### config.mk
export PLATFORM = sky130hd
export DESIGN_NAME = psram_arbiter
export DESIGN_NICKNAME = d
export VERILOG_FILES = /design/src/rtl/psram_pkg.sv /design/src/rtl/psram_arbiter_rr_pick.sv /design/src/rtl/psram_arbiter.sv
export SDC_FILE = /design/constraint.sdc
export NUM_CORES = 1
export LEC_CHECK = 0
export BUFFER_PORTS_ARGS = -buffer_cell sky130_fd_sc_hd__buf_2
export CORE_MARGIN = 2
export CORE_UTILIZATION = 42
export DETAILED_ROUTE_END_ITERATION = 7
export PLACE_DENSITY = 0.8
export SLEW_MARGIN = 10
export SYNTH_ARGS = -nofsm -noshare
export SYNTH_HDL_FRONTEND = slang
export SYNTH_SLANG_ARGS = --single-unit
### constraint.sdc
create_clock -name i_clk -period 2 [get_ports i_clk]
set_input_delay 0.1 -clock i_clk [delete_from_list [all_inputs] [get_ports i_clk]]
set_output_delay 0.1 -clock i_clk [all_outputs]
set_load 0.02 [all_outputs]
### src/rtl/psram_pkg.sv
// Shared types and sizes for the PSRAM arbiter slice.
package psram_pkg;

    typedef enum logic [1:0] {
        INIT      = 2'd0,
        IDLE      = 2'd1,
        ISSUE     = 2'd2,
        WAIT_DONE = 2'd3
    } arb_state_t;

    localparam int PSRAM_ADDR_W = 24;
    localparam int PSRAM_DATA_W = 16;

endpackage

### src/rtl/psram_arbiter_rr_pick.sv
// Round-robin picker: first set request bit at or after ptr, wrapping modulo NUM_REQ.
module rr_pick #(
    parameter int NUM_REQ = 3,
    parameter int IDX_W   = $clog2(NUM_REQ)
) (
    input  logic [NUM_REQ-1:0] req,
    input  logic [IDX_W-1:0]   ptr,
    output logic               valid,
    output logic [IDX_W-1:0]   idx
);

    // Scan from the farthest candidate back to ptr so the nearest set bit overwrites the rest.
    always_comb begin
        valid = 1'b0;
        idx   = '0;
        for (int i = NUM_REQ - 1; i >= 0; i--) begin
            int c;
            c = int'(ptr) + i;
            if (c >= NUM_REQ) c = c - NUM_REQ;
            if (req[IDX_W'(c)]) begin
                valid = 1'b1;
                idx   = IDX_W'(c);
            end
        end
    end

endmodule

### src/rtl/psram_arbiter.sv
// Round-robin arbiter sharing one QPI PSRAM controller port among NUM_REQ masters.
// The winner's command is latched at grant and held until completion or watchdog abort.
module psram_arbiter
    import psram_pkg::*;
#(
    parameter int NUM_REQ = 3,
    parameter int ADDR_W  = PSRAM_ADDR_W,
    parameter int DATA_W  = PSRAM_DATA_W,
    parameter int TIMEOUT = 255
) (
    input  logic                        i_clk,
    input  logic                        i_rst,
    input  logic [NUM_REQ-1:0]          i_req,
    input  logic [NUM_REQ-1:0]          i_req_we,
    input  logic [NUM_REQ*ADDR_W-1:0]   i_req_addr,
    input  logic [NUM_REQ*DATA_W-1:0]   i_req_din,
    output logic [NUM_REQ-1:0]          o_ack,
    output logic [DATA_W-1:0]           o_rdata,
    output logic [NUM_REQ-1:0]          o_gnt,
    output logic                        o_ready,
    output logic                        o_timeout,
    output logic                        o_mem_stb,
    output logic                        o_mem_we,
    output logic [ADDR_W-1:0]           o_mem_addr,
    output logic [DATA_W-1:0]           o_mem_din,
    input  logic                        i_mem_busy,
    input  logic                        i_mem_done,
    input  logic [DATA_W-1:0]           i_mem_dout
);

    localparam int         IDX_W     = $clog2(NUM_REQ);
    localparam logic [7:0] WDOG_LAST = 8'(TIMEOUT - 1);

    arb_state_t          state, nxt_state;
    logic [IDX_W-1:0]    rr_ptr, nxt_rr_ptr;
    logic [IDX_W-1:0]    owner, nxt_owner;
    logic [7:0]          wdog, nxt_wdog;
    logic                do_abort;

    logic [NUM_REQ-1:0]  nxt_ack, nxt_gnt;
    logic [DATA_W-1:0]   nxt_rdata, nxt_din;
    logic [ADDR_W-1:0]   nxt_addr;
    logic                nxt_ready, nxt_timeout, nxt_stb, nxt_we;

    logic                pick_valid;
    logic [IDX_W-1:0]    pick_idx;

    // Pointer after the given owner, wrapping at NUM_REQ (NUM_REQ need not be a power of two).
    function automatic logic [IDX_W-1:0] next_ptr(input logic [IDX_W-1:0] p);
        if (int'(p) == NUM_REQ - 1) return '0;
        return p + IDX_W'(1);
    endfunction

    rr_pick #(
        .NUM_REQ (NUM_REQ),
        .IDX_W   (IDX_W)
    ) u_pick (
        .req   (i_req),
        .ptr   (rr_ptr),
        .valid (pick_valid),
        .idx   (pick_idx)
    );

    // Next-state and next-output logic; every register holds unless a state says otherwise.
    always_comb begin
        nxt_state   = state;
        nxt_rr_ptr  = rr_ptr;
        nxt_owner   = owner;
        nxt_wdog    = wdog;
        nxt_ack     = '0;
        nxt_rdata   = o_rdata;
        nxt_gnt     = o_gnt;
        nxt_ready   = o_ready;
        nxt_timeout = o_timeout;
        nxt_stb     = o_mem_stb;
        nxt_we      = o_mem_we;
        nxt_addr    = o_mem_addr;
        nxt_din     = o_mem_din;
        do_abort    = 1'b0;

        case (state)
            INIT: begin
                // Controller must report idle-after-init before anyone is served.
                if (!i_mem_busy && i_mem_done) begin
                    nxt_ready = 1'b1;
                    nxt_state = IDLE;
                end
            end
            IDLE: begin
                if (pick_valid) begin
                    nxt_owner = pick_idx;
                    nxt_gnt   = NUM_REQ'(1) << pick_idx;
                    nxt_stb   = 1'b1;
                    nxt_we    = i_req_we[pick_idx];
                    nxt_addr  = i_req_addr[int'(pick_idx)*ADDR_W +: ADDR_W];
                    nxt_din   = i_req_din[int'(pick_idx)*DATA_W +: DATA_W];
                    nxt_wdog  = '0;
                    nxt_state = ISSUE;
                end
            end
            ISSUE: begin
                if (i_mem_busy) begin
                    nxt_stb   = 1'b0;
                    nxt_wdog  = '0;
                    nxt_state = WAIT_DONE;
                end else if (wdog == WDOG_LAST) begin
                    do_abort = 1'b1;
                end else begin
                    nxt_wdog = wdog + 8'd1;
                end
            end
            WAIT_DONE: begin
                if (!i_mem_busy && i_mem_done) begin
                    nxt_rdata  = i_mem_dout;
                    nxt_ack    = o_gnt;
                    nxt_gnt    = '0;
                    nxt_rr_ptr = next_ptr(owner);
                    nxt_state  = IDLE;
                end else if (wdog == WDOG_LAST) begin
                    do_abort = 1'b1;
                end else begin
                    nxt_wdog = wdog + 8'd1;
                end
            end
            default: nxt_state = INIT;
        endcase

        // Watchdog abort: release the owner with zero data and force the controller to re-report ready.
        if (do_abort) begin
            nxt_timeout = 1'b1;
            nxt_stb     = 1'b0;
            nxt_ack     = o_gnt;
            nxt_rdata   = '0;
            nxt_gnt     = '0;
            nxt_rr_ptr  = next_ptr(owner);
            nxt_ready   = 1'b0;
            nxt_state   = INIT;
        end
    end

    // State, pointer, watchdog and all registered outputs; async reset clears everything.
    always_ff @(posedge i_clk or posedge i_rst) begin
        if (i_rst) begin
            state      <= INIT;
            rr_ptr     <= '0;
            owner      <= '0;
            wdog       <= '0;
            o_ack      <= '0;
            o_rdata    <= '0;
            o_gnt      <= '0;
            o_ready    <= 1'b0;
            o_timeout  <= 1'b0;
            o_mem_stb  <= 1'b0;
            o_mem_we   <= 1'b0;
            o_mem_addr <= '0;
            o_mem_din  <= '0;
        end else begin
            state      <= nxt_state;
            rr_ptr     <= nxt_rr_ptr;
            owner      <= nxt_owner;
            wdog       <= nxt_wdog;
            o_ack      <= nxt_ack;
            o_rdata    <= nxt_rdata;
            o_gnt      <= nxt_gnt;
            o_ready    <= nxt_ready;
            o_timeout  <= nxt_timeout;
            o_mem_stb  <= nxt_stb;
            o_mem_we   <= nxt_we;
            o_mem_addr <= nxt_addr;
            o_mem_din  <= nxt_din;
        end
    end

endmodule

# == Yosys cells after proc, flatten, opt, wreduce, memory -nomap -nowiden ==
# Cells that the tools add are included.
# classes
n_addsub,7
mul,1
div,0
n_lt_le_gt_ge,7
eq_ne,11
shifts,3
n_mux,61
bitwise,0
reduce_logical,17
# ops
op,count
72-bit by 8-bit indexed part select with 24-bit output,1
16-bit two-way mux,3
48-bit by 7-bit indexed part select with 16-bit output,1
2-bit two-way mux,16
8-bit two-way mux,4
8-bit one-hot mux with 3 select lines,1
1-bit two-way mux,23
3-bit two-way mux,6
"2-bit by 4-bit < comparator with 1-bit output, second input constant",3
3-bit AND reduction,4
"3-bit inequality test, second input constant",3
3-bit nonzero test,3
"8-bit by 1-bit adder with 8-bit output, second input constant",1
1-bit binary-select mux with 2-bit select,4
"8-bit equality test, second input constant",1
"2-bit equality test, second input constant",3
"3-bit by 2-bit greater-or-equal comparator with 1-bit output, second input constant",2
2-bit one-hot mux with 3 select lines,1
3-bit one-hot mux with 2 select lines,1
2-bit AND reduction,3
2-bit nonzero test,3
"2-bit by 2-bit multiplier with 4-bit output, second input constant",1
"2-bit inequality test, second input constant",2
1-bit one-hot mux with 2 select lines,2
14 further kinds,15
# word_totals
ff_bits,80
latch_bits,0
mem_bits_rw,0
romBits,0
inputBits,146
output_inout_bits,66
word_cells,120
n_memories,0

# == Longest topological paths before layout ==
# Gate-level depths: netlist (run 1).
# depth
ltp_word,13
depth_mapped,10
mapped_depth_nobuf,7

# == Modules after synthesis ==
# A second synthesis (run 1) with hierarchy kept.
# unflattened
cells_unflattened,497
hier_area_um2,4377.9
# by_module_without_submodules
mod,instances,cells_per_inst,area_each_um2,seq_area_each_um2
psram_arbiter,1,470,4186.5,2001.9
rr_pick,1,27,191.4,0.0

# == Worst setup path after synthesis (run 1) ==
# OpenSTA, ideal clock, no wires.
# synth_path
kind,register to register
from,reg rr_ptr[0]
to,reg o_mem_addr[0]
setup_ps,134
arrival_ps,2069
required_ps,1866
slack_ps,-202
stages_incl_launch_ff,10
n_path_buf,3
synth_period_minus_slack_ps,2202
path_cell_list,dfrtp_1 > inv_1 > ha_1 > buf_2 > maj3_1 > o221a_2 > clkbuf_1 > buf_2 > a221oi_1 > a31oi_1
# synth_via
elab_chain_len,11
word_cells_on_any_way,29
classes_between,5 x add/sub; 1 x mul; 3 x order compare; 1 x shift; 18 x mux; 1 x reduce/logical
# synth_lines
item,line,text
"start, declared",psram_arbiter.sv:35,"logic [IDX_W-1:0] rr_ptr, nxt_rr_ptr;"
"start signal, assigned",psram_arbiter.sv:159,rr_ptr <= nxt_rr_ptr;
2-bit by 2-bit adder with 3-bit output,psram_arbiter_rr_pick.sv:18,c = int'(ptr) + i;
3-bit by 2-bit greater-or-equal comparator with 1-bit output or 2-bit by 1-bit subtractor with 2-bit output (tied branches),psram_arbiter_rr_pick.sv:19,if (c >= NUM_REQ) c = c - NUM_REQ;
2-bit two-way mux,psram_arbiter_rr_pick.sv:19,
1-bit binary-select mux with 2-bit select,psram_arbiter_rr_pick.sv:20,if (req[IDX_W'(c)]) begin
1-bit two-way mux (implied by the code) (2 in a row),psram_arbiter_rr_pick.sv:20,
2-bit two-way mux (3 in a row),psram_arbiter_rr_pick.sv:20,
2-bit by 2-bit multiplier with 4-bit output,psram_arbiter.sv:95,nxt_addr = i_req_addr[int'(pick_idx)*ADDR_W +: ADDR_W];
72-bit by 8-bit indexed part select with 24-bit output,psram_arbiter.sv:95,
"end signal, assigned",psram_arbiter.sv:169,o_mem_addr <= nxt_addr;
"end, declared",psram_arbiter.sv:24,"output logic [ADDR_W-1:0] o_mem_addr,"
# Several ways; a longest one is shown, not always the timed one. The select of a mux whose other input is x is not followed.
# A chain may end at the register's enable or synchronous reset.

# == Final worst setup path (run 1) ==
# layout_path
from,reg rr_ptr[1]
to,reg o_mem_addr[11]
# The elaborated chain is that of the path after synthesis.

==> results of run 1 <==
## cell families (layout without fill, tap and decap cells)
| logic type | Yosys count | in the layout |
|---|---|---|
| simple gates | 208 | 208 |
| compound gates | 154 | 154 |
| flops | 80 | 80 |
| buf+inv | 53 | 327 |
| fa+ha+maj | 8 | 8 |
| mux | 2 | 2 |
| other cells | 0 | 1 |
## power groups by stage
| stage | clock, uW | sequential (uW) | combinational [uW] |
|---|---|---|---|
| detailed placement | 0 | 2770 | 5700 |
| floorplan | 0 | 3480 | 3140 |
| finish | 1450 | 2770 | 6580 |
| global route | 1550 | 2870 | 7040 |
| CTS | 1480 | 2750 | 6040 |
| global placement | 0 | 2740 | 5450 |
## flip-flops by register name, summed over array words and instances, names as in the netlist
name and count:
wdog 8, o_rdata 16, state 2, o_ready 1, o_mem_addr 24, o_mem_din 16, o_gnt 3, o_mem_we 1
rr_ptr 2, owner 2, o_ack 3, o_timeout 1, o_mem_stb 1
## stage by stage
| step | setup TNS [ns] | hold WS (ns) | std cells | setup WS, ns |
|---|---|---|---|---|
| after global routing | -3.52 | 0.00114 | 915 | -0.128 |
| after floorplan | -1.63 | 0.236 | 505 | -0.0685 |
| after global placement | -0.501 | 0.210 | 842 | -0.0291 |
| after CTS | -0.522 | 0.00199 | 908 | -0.0778 |
| after detailed placement | -6.08 | 0.225 | 842 | -0.151 |
| final | -0.241 | 0.0200 | 916 | -0.0411 |
## repair_timing
item                                    CTS  global route
cloned                                    1             5
endpoints found under the setup margin   55            71
pin swaps                                 2            11
hold buffers                             46             1
resized for setup                        11            16
buffers inserted                          3             1
endpoints found under the hold margin   125             1
## per-layer routing
metal / vias to the layer above / share of wire / track usage
met5: - / 0.00059 / 0
met4: 2 / 0.030 / 0.125
met3: 44 / 0.062 / 0.0478
met2: 254 / 0.51 / 0.448
met1: 2431 / 0.40 / 0.302
li1: 2367 / - / -
## layout make-up
cell class,instances,area [um2],share of cell area
Clock buffer,11,141,0.0199
Timing Repair Buffer,299,2060,0.291
Sequential cell,80,2000,0.282
Multi-Input combinational cell,372,2570,0.362
Tap cell,136,170,0.0240
Inverter,12,48.8,0.00687
Antenna cell,1,2.50,0.000352
Clock inverter,5,104,0.0146
## worst min path at each step
stage,from,slack (ns),to
finish,i_req_addr[54],0.02,o_mem_addr[6]$_DFFE_PP0P_
CTS,i_req_din[47],0.002,o_mem_din[15]$_DFFE_PP0P_
floorplan,i_mem_dout[0],0.24,o_rdata[0]$_DFFE_PP0P_
detailed placement,i_rst,0.23,o_mem_din[0]$_DFFE_PP0P_
global route,i_req_addr[54],0.001,o_mem_addr[6]$_DFFE_PP0P_
global placement,i_rst,0.21,o_mem_din[0]$_DFFE_PP0P_
## placed cells by master, fill, tap and decap left out, types with 3 or more instances in the layout
cell type      count
a221oi_2          35
nor3_1             4
nand3_1            3
dfrtp_1           80
a31oi_1           45
buf_12             8
nor2_1            47
clkbuf_8          10
nor2b_1           43
clkbuf_16          5
bufinv_16          3
buf_2            211
inv_1             10
a221oi_4           5
buf_4             23
ha_1               4
dlygate4sd3_1     47
nand2_1           89
a21oi_1           11
o31ai_1            5
nand3b_1           3
o21ai_0           25
nand2b_1           4
## worst register-to-register path: cells and delay by family, from the launching register on
family	cells	cell delay (ns)
flops	1	0.43
fa+ha+maj	2	0.59
compound gates	3	0.70
buf+inv	1	0.21
==> results by group, run 1 <==
Status
  – Status: finished, violations left
  – Failing checks: setup timing

Clock tree
  – Worst-Skew Late Latency: roughly 0.34 ns
  – Root Driver: clkbuf_8
  – TritonCTS clock tree: yes
  – Sink Count: 80
  – Worst-path clk slew: 0.08 ns
  – Htree depth: 3
  – Clock Tree Buf Depth: 2
  – CTS buffer count: 9

Place
  – Placer Congestion: 0.867
  – PortBufs: 211
  – DP Wirelength: 10100 um
  – Area after DPL: 6060 um2

Floorplanning
  – Rows: 37
  – Die ar.: ~11000 um2
  – DIE HEIGHT: 106 um
  – Die Width: 106 um
  – Num ports: 212
  – Core ar.: 10200 um2
  – Initial core utilization: 0.429

STA
  – Setup ws final: -0.0411 ns
  – Fin crit period: 2.04 ns
  – # setup viols final: 13
  – Final worst-path cycle share: 1.02
  – Slew @ Worst Pin: between 0.6 and 0.7 ns
  – Worst rel slew slack: 0.564
  – Layout Skew: around 0.0057 ns
  – Maximum clock frequency: 0.490 GHz
  – Slew Limit Fails: 0
  – Count of final hold-check violations: 0
  – Unrepaired setup endpoints after global routing: yes

Pwr
  – Logic pwr share: 0.610
  – Sequential power share: 0.257
  – Switching pwr: 4750 uW
  – Internal cell power: 6050 uW
  – Clk network pwr share: 0.134
  – Max VDD drop: 0.000957 V
  – Leakage: 0.00325 uW
  – Pwr per Cell Area: 1520 nW/um2
  – Total power: roughly 11000 uW
  – Switching part of the total power: 0.440

Synth
  – Ys Warns: 0
  – Mapped Nets: 658
  – Synth cell count leaders: nand2_1, dfrtp_1, nor2_1, a31oi_1, nor2b_1
  – Ys async rst share: 1.00
  – Post-Syn Instances: 505
  – Largest area contributor in the netlist: dfrtp_1
  – Synth top area share: 0.456
  – Post-synthesis register bit count: 80
  – Post-synthesis adder-cell area fraction: 0.0222
  – Most frequent cell after synthesis: nand2_1
  – Synth Area in Simple Gates: 0.221
  – Main synth FF type: dfrtp_1
  – Synth Area in XOR/XNOR: 0
  – Fraction of synthesized area in multiplexers: 0.00513
  – Syn avg cell area: 8.69 um2
  – Register area share after synthesis: 0.456
  – Post-synth EDFFs: 0
  – Largest cells by area after synthesis: dfrtp_1, a221oi_1, nand2_1
  – Post-synthesis cell area: 4390 um2
  – Largest family of logic cells by synthesized area: compound AO/OA/AOI/OAI gates
  – Compound-gate portion of the synthesized area: 0.244
  – Distinct cells, synth: 49

Worst hold path
  – Hold depth: 3
  – HP Class: in2reg

Routing
  – Number of DRC markers in iteration 0: around 330
  – Routed via count: a little over 5k
  – ANT nets after route: 0
  – WL/cell: 16.8 um
  – Residual DRC: 0
  – Drt via density: 5.57
  – Pre-antenna DRT Iters: 5
  – Wirelength, routed: 15300 um

Critical path
  – Crit-path cells: ha_4, maj3_2, o221a_4, clkbuf_16, a221oi_2, a31oi_1
  – Max Fanout on Critical Path: 10
  – Max stage delay cell, worst path: dfrtp_1
  – Crit start category: flip-flop
  – Cell family contributing the most delay on the critical path: compound AO/OA/AOI/OAI gates
  – FF-to-FF End: o_mem_addr[11]$_DFFE_PP0P_
  – Worst Setup SP: rr_ptr[1]$_DFFE_PP0P_
  – Critical path class: reg2reg
  – Critical Path AT: 2.26 ns
  – Critical R2R Launch: rr_ptr[1]$_DFFE_PP0P_
  – Worst setup path endpoint: o_mem_addr[11]$_DFFE_PP0P_
  – Crit. path cell count: 6
  – CP Capture Type: flip-flop
  – R2R setup slack: -0.04 ns
  – CP Data Required Time: 2.22 ns
  – Max incr delay on CP: 0.43 ns
  – Worst path bufs/invs: 1
  – Register-to-Register Path Depth: 6

Global routing
  – Initial antenna violation count: 2
  – Vias in the first global route: 5076
  – Largest net degree at the start of global routing: 53
  – Tot GR Track Use: 0.256
  – Global-route wire length before repair: 23100 um
  – Total grt overflow: 0

Layout
  – Fill count: approximately 760
  – Area of all placed cells without fillers: approximately 7000 um2
  – Fin util: 0.694
  – Layout cell share with drive strength beyond 1: 0.424
  – Layout area overhead: 61.8%
  – Nets: 927

Job
  – Maxcap violations: 0
No activity file was read; power rests on OpenSTA's default activity.
==> run 2, diff against run 1 <==
CELL_PAD_IN_SITES_DETAIL_PLACEMENT = 1   (was unset)
CELL_PAD_IN_SITES_GLOBAL_PLACEMENT = 1   (was unset)
CORE_UTILIZATION = 30   (was 42)
==> run 2 against run 1 <==
  * The run still ends with setup timing left
  * Register-to-register slack got worse by 0.06 ns
  * Non-clock buffer count down 28
  * Combinational power grew 7.0%
  * Cell count rose by 2.2%
  * Critical endpoint is now o_mem_addr[21]$_DFFE_PP0P_
  * Sequential cell count unchanged
  * Worst setup slack worse by 0.057 ns
  * Die area increased by 38%
  * Core utilization shrank 20 points
  * Largest power group unchanged
  * Sequential share of layout area rose by 0.13 points
  * Largest cell class unchanged
  * Clock skew grew 0.0022 ns
  * Sequential power is essentially flat
==> results by group, run 2 (synthesis results as in run 1) <==
Clock tree
  – TritonCTS clock tree: yes
  – Worst-Skew Late Latency: 0.34 ns (about the same)
  – Worst-path clk slew: 0.06 ns (-0.02 ns)
  – Sink Count: 80 (unchanged)
  – CTS buffer count: 9 (unchanged)
  – Root Driver: clkbuf_16
  – Clock Tree Buf Depth: 2 (unchanged)
  – Htree depth: 3 (unchanged)

Global routing
  – Initial antenna violation count: 1 (-1)
  – Vias in the first global route: 5281 (+4.0%)
  – Largest net degree at the start of global routing: 81 (+53%)
  – Tot GR Track Use: 0.210 (-0.0462)
  – Global-route wire length before repair: 26800 um (+16%)
  – Total grt overflow: 0 (unchanged)

STA
  – # setup viols final: 35 (+22)
  – Fin crit period: 2.10 ns (+0.0566 ns)
  – Layout Skew: 0.00796 ns (+0.00224 ns)
  – Final worst-path cycle share: 1.05 (+0.0283)
  – Maximum clock frequency: 0.477 GHz (-2.7%)
  – Unrepaired setup endpoints after global routing: yes
  – Setup ws final: -0.0977 ns (-0.0566 ns)
  – Slew @ Worst Pin: 0.443 ns (-0.211 ns)
  – Worst rel slew slack: 0.705 (+0.141)
  – Slew Limit Fails: 0 (unchanged)
  – Count of final hold-check violations: 0 (unchanged)
  – Setup_tns: -1.43 ns (-1.19 ns)

Layout
  – Layout cell share with drive strength beyond 1: 0.466 (+0.0424)
  – Number of flip-flops in the largest register: 24 (unchanged)
  – Area of all placed cells without fillers: 7080 um2 (-0.35%)
  – Layout area overhead: 61.2%
  – Nets: 899 (-3.0%)
  – Biggest regs: o_mem_addr x24, o_mem_din x16, o_rdata x16
  – Most frequent cells in the layout: buf_2, nand2_1, dfrtp_1, nor2_1, nor2b_1
  – Largest Register: o_mem_addr
  – Commonest non-fill, non-tap cell in the layout: buf_2

Pwr
  – Sequential power share: 0.239 (-0.018)
  – Leakage: 0.00320 uW (-1.4%)
  – Switching pwr: 5050 uW (+6.4%)
  – Pwr per Cell Area: 1640 nW/um2 (+8.0%)
  – Max VDD drop: 0.000936 V (-2.2%)
  – Logic pwr share: 0.606 (-0.004)
  – Switching part of the total power: 0.434 (-0.00516)
  – Total power: 11600 uW (+7.6%)
  – Internal cell power: 6570 uW (+8.6%)
  – Clk network pwr share: 0.154 (+0.020)

Worst hold path
  – HP Class: in2reg

Critical path
  – Critical path class: reg2reg
  – Crit start category: flip-flop
  – CP Data Required Time: 2.21 ns (about the same)
  – CP Capture Type: flip-flop
  – Critical Path AT: 2.31 ns (+0.05 ns)
  – Max Fanout on Critical Path: 8 (-2)

Place
  – DP Wirelength: 12100 um (+19%)
  – PortBufs: 211 (unchanged)
  – Placer Congestion: 0.821 (-5.2%)
  – Area after DPL: 6180 um2 (+2.0%)

Floorplanning
  – Die Width: 125 um (+18%)
  – Rows: 44 (+19%)
  – Die ar.: 15600 um2 (+38%)
  – Initial core utilization: 0.304 (-0.125)
  – Num ports: 212 (unchanged)
  – DIE HEIGHT: 125 um (+18%)
  – Core ar.: 14400 um2 (+41%)

Routing
  – Pre-antenna DRT Iters: 4 (-1)
  – Routed via count: 4888 (-4.1%)
  – Drt via density: 5.22 (-6.2%)
  – Residual DRC: 0 (unchanged)
  – WL/cell: 18.4 um (+10%)
  – ANT nets after route: 0 (unchanged)
  – Wirelength, routed: 17300 um (+12%)
  – Number of DRC markers in iteration 0: 156 (-53%)

Status
  – Status: finished, violations left
  – Failing checks: setup timing

Job
  – Maxcap violations: 0 (unchanged)
-- run 2: cell types whose count changed in the layout (fill, tap and decap cells not counted), moves of 3 or more --
cell,previous run,this run
clkbuf_16,5,14
buf_6,2,7
clkbuf_8,10,0
a31oi_1,45,41
buf_12,8,11
dlygate4sd3_1,47,8
a31oi_2,0,4
-- run 2: routing by layer --
layer | GRT usage | share of wire
met5 | 0 | 0
met4 | 0.0732 | 0.024
met2 | 0.380 | 0.52
met3 | 0.0394 | 0.039
met1 | 0.250 | 0.42
-- run 2: critical path: stages, from the launching register on --
cell	delay (ns)
dfrtp_2	0.44
inv_2	0.07
ha_4	0.21
maj3_2	0.31
o221a_4	0.30
buf_4	0.21
a221oi_2	0.29
a31oi_2	0.14
-- run 2: area by class of cell --
class / count / area, um2
inverter: 12 / 48.8
antenna: 1 / 2.50
timing repair buffer: 271 / 1860
tap: 184 / 230
fill: 1682 / 7350
multi-input combinational: 372 / 2610
clock inverter: 7 / 96.3
clock buffer: 9 / 225
sequential: 80 / 2000
-- run 2: repair_timing --
| item | in CTS | in global routing |
|---|---|---|
| gates cloned | 2 | 6 |
| buffers inserted | 5 | 3 |
| endpoints found under the hold margin | 87 | 0 |
| gates resized for setup | 13 | 36 |
| pin swaps | 3 | 3 |
| hold buffers | 8 | 0 |
| setup endpoints to repair | 49 | 73 |
-- run 2: through the flow --
stage	hold WS [ns]	cells	worst slack, ns	util
after floorplan	0.236	505	-0.0685	-
after global placement	0.259	895	-0.0416	0.428
after detailed placement	0.268	895	-0.125	0.428
after CTS	0.00300	926	-0.0395	0.467
after global routing	0.0122	936	-0.166	0.491
final	0.0139	936	-0.0977	0.491
-- run 2: worst paths after layout --
path                                  startpoint                    endpoint  cells past startpoint  slack [ns]
setup / recovery           rr_ptr[0]$_DFFE_PP0P_  o_mem_addr[21]$_DFFE_PP0P_                      7        -0.1
hold / removal                     i_mem_dout[2]      o_rdata[2]$_DFFE_PP0P_                      3        0.01
setup reg to reg           rr_ptr[0]$_DFFE_PP0P_  o_mem_addr[21]$_DFFE_PP0P_                      7        -0.1
hold reg to reg            o_timeout$_DFFE_PP0P_       o_timeout$_DFFE_PP0P_                      1        0.46
max in group asynchronous                  i_rst       rr_ptr[0]$_DFFE_PP0P_                      4        1.20
min in group asynchronous                  i_rst     o_rdata[12]$_DFFE_PP0P_                      4        0.45
-- run 2: power by group through the flow --
stage | registers, uW | clock network, uW | logic, uW
6_report | 2780 | 1800 | 7040
5_1_grt | 2880 | 1910 | 7570
4_1_cts | 2770 | 1840 | 6380
3_5_place_dp | 2780 | 0 | 5990
3_3_place_gp | 2740 | 0 | 5730
2_1_floorplan | 3480 | 0 | 3140
==> run 3, diff against run 2 <==
SYNTH_HIERARCHICAL = 1   (was unset)
==> run 3 against run 2 <==
  * The run still ends with setup timing left
  * Via count decreased by 1.1%
  * First-iteration DRC count increased by 44%
  * Non-clock buffer count increased by 8
  * Critical path depth increased by 4
  * Combinational power increased by 3%
==> results by group, run 3 <==
Global routing
  – Tot GR Track Use: 0.220 (+0.00956)
  – Largest net degree at the start of global routing: 53 (-35%)
  – Global-route wire length before repair: 27200 um (+1.5%)
  – Total grt overflow: 0 (unchanged)
  – Vias in the first global route: 5337 (+1.1%)
  – Initial antenna violation count: 1 (unchanged)

Critical path
  – FF-to-FF End: o_mem_din[1]$_DFFE_PP0P_
  – Critical R2R Launch: rr_ptr[1]$_DFFE_PP0P_
  – Crit start category: flip-flop
  – CP Data Required Time: 2.23 ns (+0.02 ns)
  – Max Fanout on Critical Path: 6 (-2)
  – CP Capture Type: flip-flop
  – Critical Path AT: 2.53 ns (+0.22 ns)
  – R2R setup slack: -0.30 ns (-0.20 ns)
  – Critical path class: reg2reg
  – Register-to-Register Path Depth: 11 (+4)

Synth
  – Register area share after synthesis: 0.457 (+0.00117)
  – Mapped Nets: 651 (-1.1%)
  – Distinct cells, synth: 48 (-2.0%)
  – Main synth FF type: dfrtp_1
  – Ys async rst share: 1.00 (unchanged)
  – Largest area contributor in the netlist: dfrtp_1
  – Ys Warns: 6 (+6)
  – Post-Syn Instances: 497 (-1.6%)
  – Post-synthesis register bit count: 80 (unchanged)
  – Post-synth EDFFs: 0 (unchanged)
  – Most frequent cell after synthesis: nor2_1
  – Syn avg cell area: 8.81 um2 (+1.3%)
  – Largest cells by area after synthesis: dfrtp_1, a21oi_1, mux2i_1
  – Post-synthesis cell area: 4380 um2 (-0.26%)
  – Synth cell count leaders: nor2_1, a21oi_1, dfrtp_1, mux2i_1, o21ai_0
  – Synth top area share: 0.457 (+0.00117)

Worst hold path
  – Hold Path Sink: o_rdata[9]$_DFFE_PP0P_
  – Hold Path Origin: i_mem_dout[9]
  – HP Class: in2reg
  – Hold depth: 3 (unchanged)

STA
  – Final worst-path cycle share: 1.15 (+0.0995)
  – Setup ws final: -0.297 ns (-0.199 ns)
  – Hold_ws: 0.0104 ns (-0.00353 ns)
  – Layout Skew: 0.0109 ns (+0.00291 ns)
  – Maximum clock frequency: 0.435 GHz (-8.7%)
  – # setup viols final: 57 (+63%)
  – Count of final hold-check violations: 0 (unchanged)
  – Fin crit period: 2.30 ns (+0.199 ns)
  – Unrepaired setup endpoints after global routing: yes
  – Slew @ Worst Pin: 0.703 ns (+0.260 ns)
  – Worst rel slew slack: 0.531 (-0.174)
  – Slew Limit Fails: 0 (unchanged)

Clock tree
  – CTS buffer count: 9 (unchanged)
  – TritonCTS clock tree: yes
  – Worst-path clk slew: 0.06 ns (about the same)
  – Sink Count: 80 (unchanged)
  – Clock Tree Buf Depth: 2 (unchanged)
  – Worst-Skew Late Latency: 0.35 ns (about the same)
  – Root Driver: clkbuf_16
  – Htree depth: 3 (unchanged)

Place
  – Placer Congestion: 0.921 (+12%)
  – DP Wirelength: 11800 um (-1.9%)
  – Dpl ws: -0.334 ns (-0.209 ns)
  – PortBufs: 211 (unchanged)

Layout
  – Most frequent cells in the layout: buf_2, nor2_1, dfrtp_1, a21oi_1, mux2i_1
  – Number of flip-flops in the largest register: 24 (unchanged)
  – Fill count: 1716 (+2.0%)
  – Layout area overhead: 60.4%
  – Ant diodes: 0 (-1)
  – Biggest regs: o_mem_addr x24, o_mem_din x16, o_rdata x16
  – Largest Register: o_mem_addr
  – Nets: 905 (+0.67%)
  – Layout cell share with drive strength beyond 1: 0.466 (about the same)
  – Commonest non-fill, non-tap cell in the layout: buf_2

Floorplanning
  – Rows: 44 (unchanged)
  – Num ports: 212 (unchanged)
  – Initial core utilization: 0.305 (+0.000382)
  – Die ar.: 15600 um2 (-0.25%)
  – DIE HEIGHT: 125 um (-0.12%)
  – Die Width: 125 um (-0.12%)
  – Core ar.: 14400 um2 (-0.38%)

Routing
  – Residual DRC: 0 (unchanged)
  – WL/cell: 19.4 um (+5.4%)
  – Drt via density: 5.14 (-1.5%)
  – Number of DRC markers in iteration 0: 224 (+44%)
  – ANT nets after route: 0 (unchanged)
  – Routed via count: 4834 (-1.1%)
  – Wirelength, routed: 18300 um (+5.9%)
  – Pre-antenna DRT Iters: 4 (unchanged)

Pwr
  – Switching part of the total power: 0.443 (+0.00866)
  – Sequential power share: 0.237 (-0.002)
  – Leakage: 0.00330 uW (+3.0%)
  – Pwr per Cell Area: 1690 nW/um2 (+3.1%)
  – Switching pwr: 5270 uW (+4.4%)
  – Clk network pwr share: 0.156 (+0.002)
  – Internal cell power: 6620 uW (+0.78%)
  – Logic pwr share: 0.608 (+0.002)
  – Max VDD drop: 0.000722 V (-23%)

Status
  – Status: finished, violations left
  – Failing checks: setup timing

Job
  – Maxcap violations: 0 (unchanged)
## run 3: changes by cell type in the layout (fill, tap and decap cells not counted), sizes merged, moves of 4 or more
cell	before	now
a31oi	46	6
dlygate4sd3	8	14
and3	1	5
inv	11	24
nor2	48	101
a221oi	40	0
clkinv	5	0
a21oi	12	89
nor2b	44	5
mux2i	0	43
nand3	3	21
nand2	89	8
## run 3: power groups by stage
stage                     combinational, uW  clock (uW)  sequential [uW]
after global placement                 5350           0             2760
after CTS                              6400        1890             2790
final                                  7230        1850             2820
after detailed placement               5600           0             2810
after floorplan                        2850           0             3470
after global routing                   7740        1960             2910
## run 3: timing repair
item / 4_1_cts / 5_1_grt
pin swaps: 22 / 35
gates resized for setup: 42 / 64
endpoints found under the setup margin: 59 / 75
endpoints found under the hold margin: 41 / 0
setup buffers: 6 / 7
hold buffers: 14 / 0
gates cloned: 2 / 5
## run 3: kinds of logic after synthesis
logic type,Yosys count,share of synthesized area
AND/OR/NAND/NOR,157,0.161
buffers and inverters,60,0.0620
adder cells (fa/ha/maj),8,0.0229
AO/OA/AOI/OAI,146,0.191
multiplexers,46,0.106
flip-flops,80,0.457
## run 3: worst max-delay path by stage
| stage | end | slack [ns] | depth (start not counted) | startpoint |
|---|---|---|---|---|
| final | o_mem_din[1]$_DFFE_PP0P_ | -0.30 | 11 | rr_ptr[1]$_DFFE_PP0P_ |
| after global routing | o_mem_addr[13]$_DFFE_PP0P_ | -0.39 | 10 | rr_ptr[0]$_DFFE_PP0P_ |
| after CTS | o_mem_addr[10]$_DFFE_PP0P_ | -0.22 | 11 | rr_ptr[1]$_DFFE_PP0P_ |
| after detailed placement | state[0]$_DFFE_PP0P_ | -0.33 | 9 | rr_ptr[1]$_DFFE_PP0P_ |
| after global placement | state[0]$_DFFE_PP0P_ | -0.21 | 9 | rr_ptr[1]$_DFFE_PP0P_ |
| after floorplan | o_mem_addr[0]$_DFFE_PP0P_ | -0.19 | 12 | rr_ptr[1]$_DFFE_PP0P_ |
## run 3: layout make-up
cell class	instances	area, um2	share of cell area
Multi-Input combinational cell	357	2430	0.347
Sequential cell	80	2000	0.285
Timing Repair Buffer	279	1930	0.275
Clock buffer	10	239	0.0340
Tap cell	184	230	0.0328
Inverter	24	93.8	0.0134
Clock inverter	6	91.3	0.0130
## run 3: through the flow
step / power, uW / utilization / std cells / cell area [um2] / TNS (ns)
after floorplan: 6320 / - / 497 / 4440 / -7.60
after global placement: 8110 / 0.409 / 891 / 5880 / -6.95
after detailed placement: 8410 / 0.409 / 891 / 5880 / -12.89
after CTS: 11100 / 0.462 / 929 / 6640 / -8.53
after global routing: 12600 / 0.489 / 940 / 7020 / -17.24
final: 11900 / 0.489 / 940 / 7020 / -11.04
## run 3: worst max-delay path: stages (launching register included)
cell      delay, ns
dfrtp_1        0.40
buf_6          0.14
ha_4           0.30
nor2b_4        0.15
o21ai_2        0.07
a21boi_4       0.25
buf_12         0.18
buf_8          0.11
mux2i_2        0.23
nor2_1         0.08
a21oi_1        0.17
a21oi_1        0.08
## run 3: per-layer routing
layer	share of wire	track usage
met1	0.39	0.254
met2	0.52	0.382
met3	0.049	0.0408
met4	0.033	0.122
met5	0.00071	0
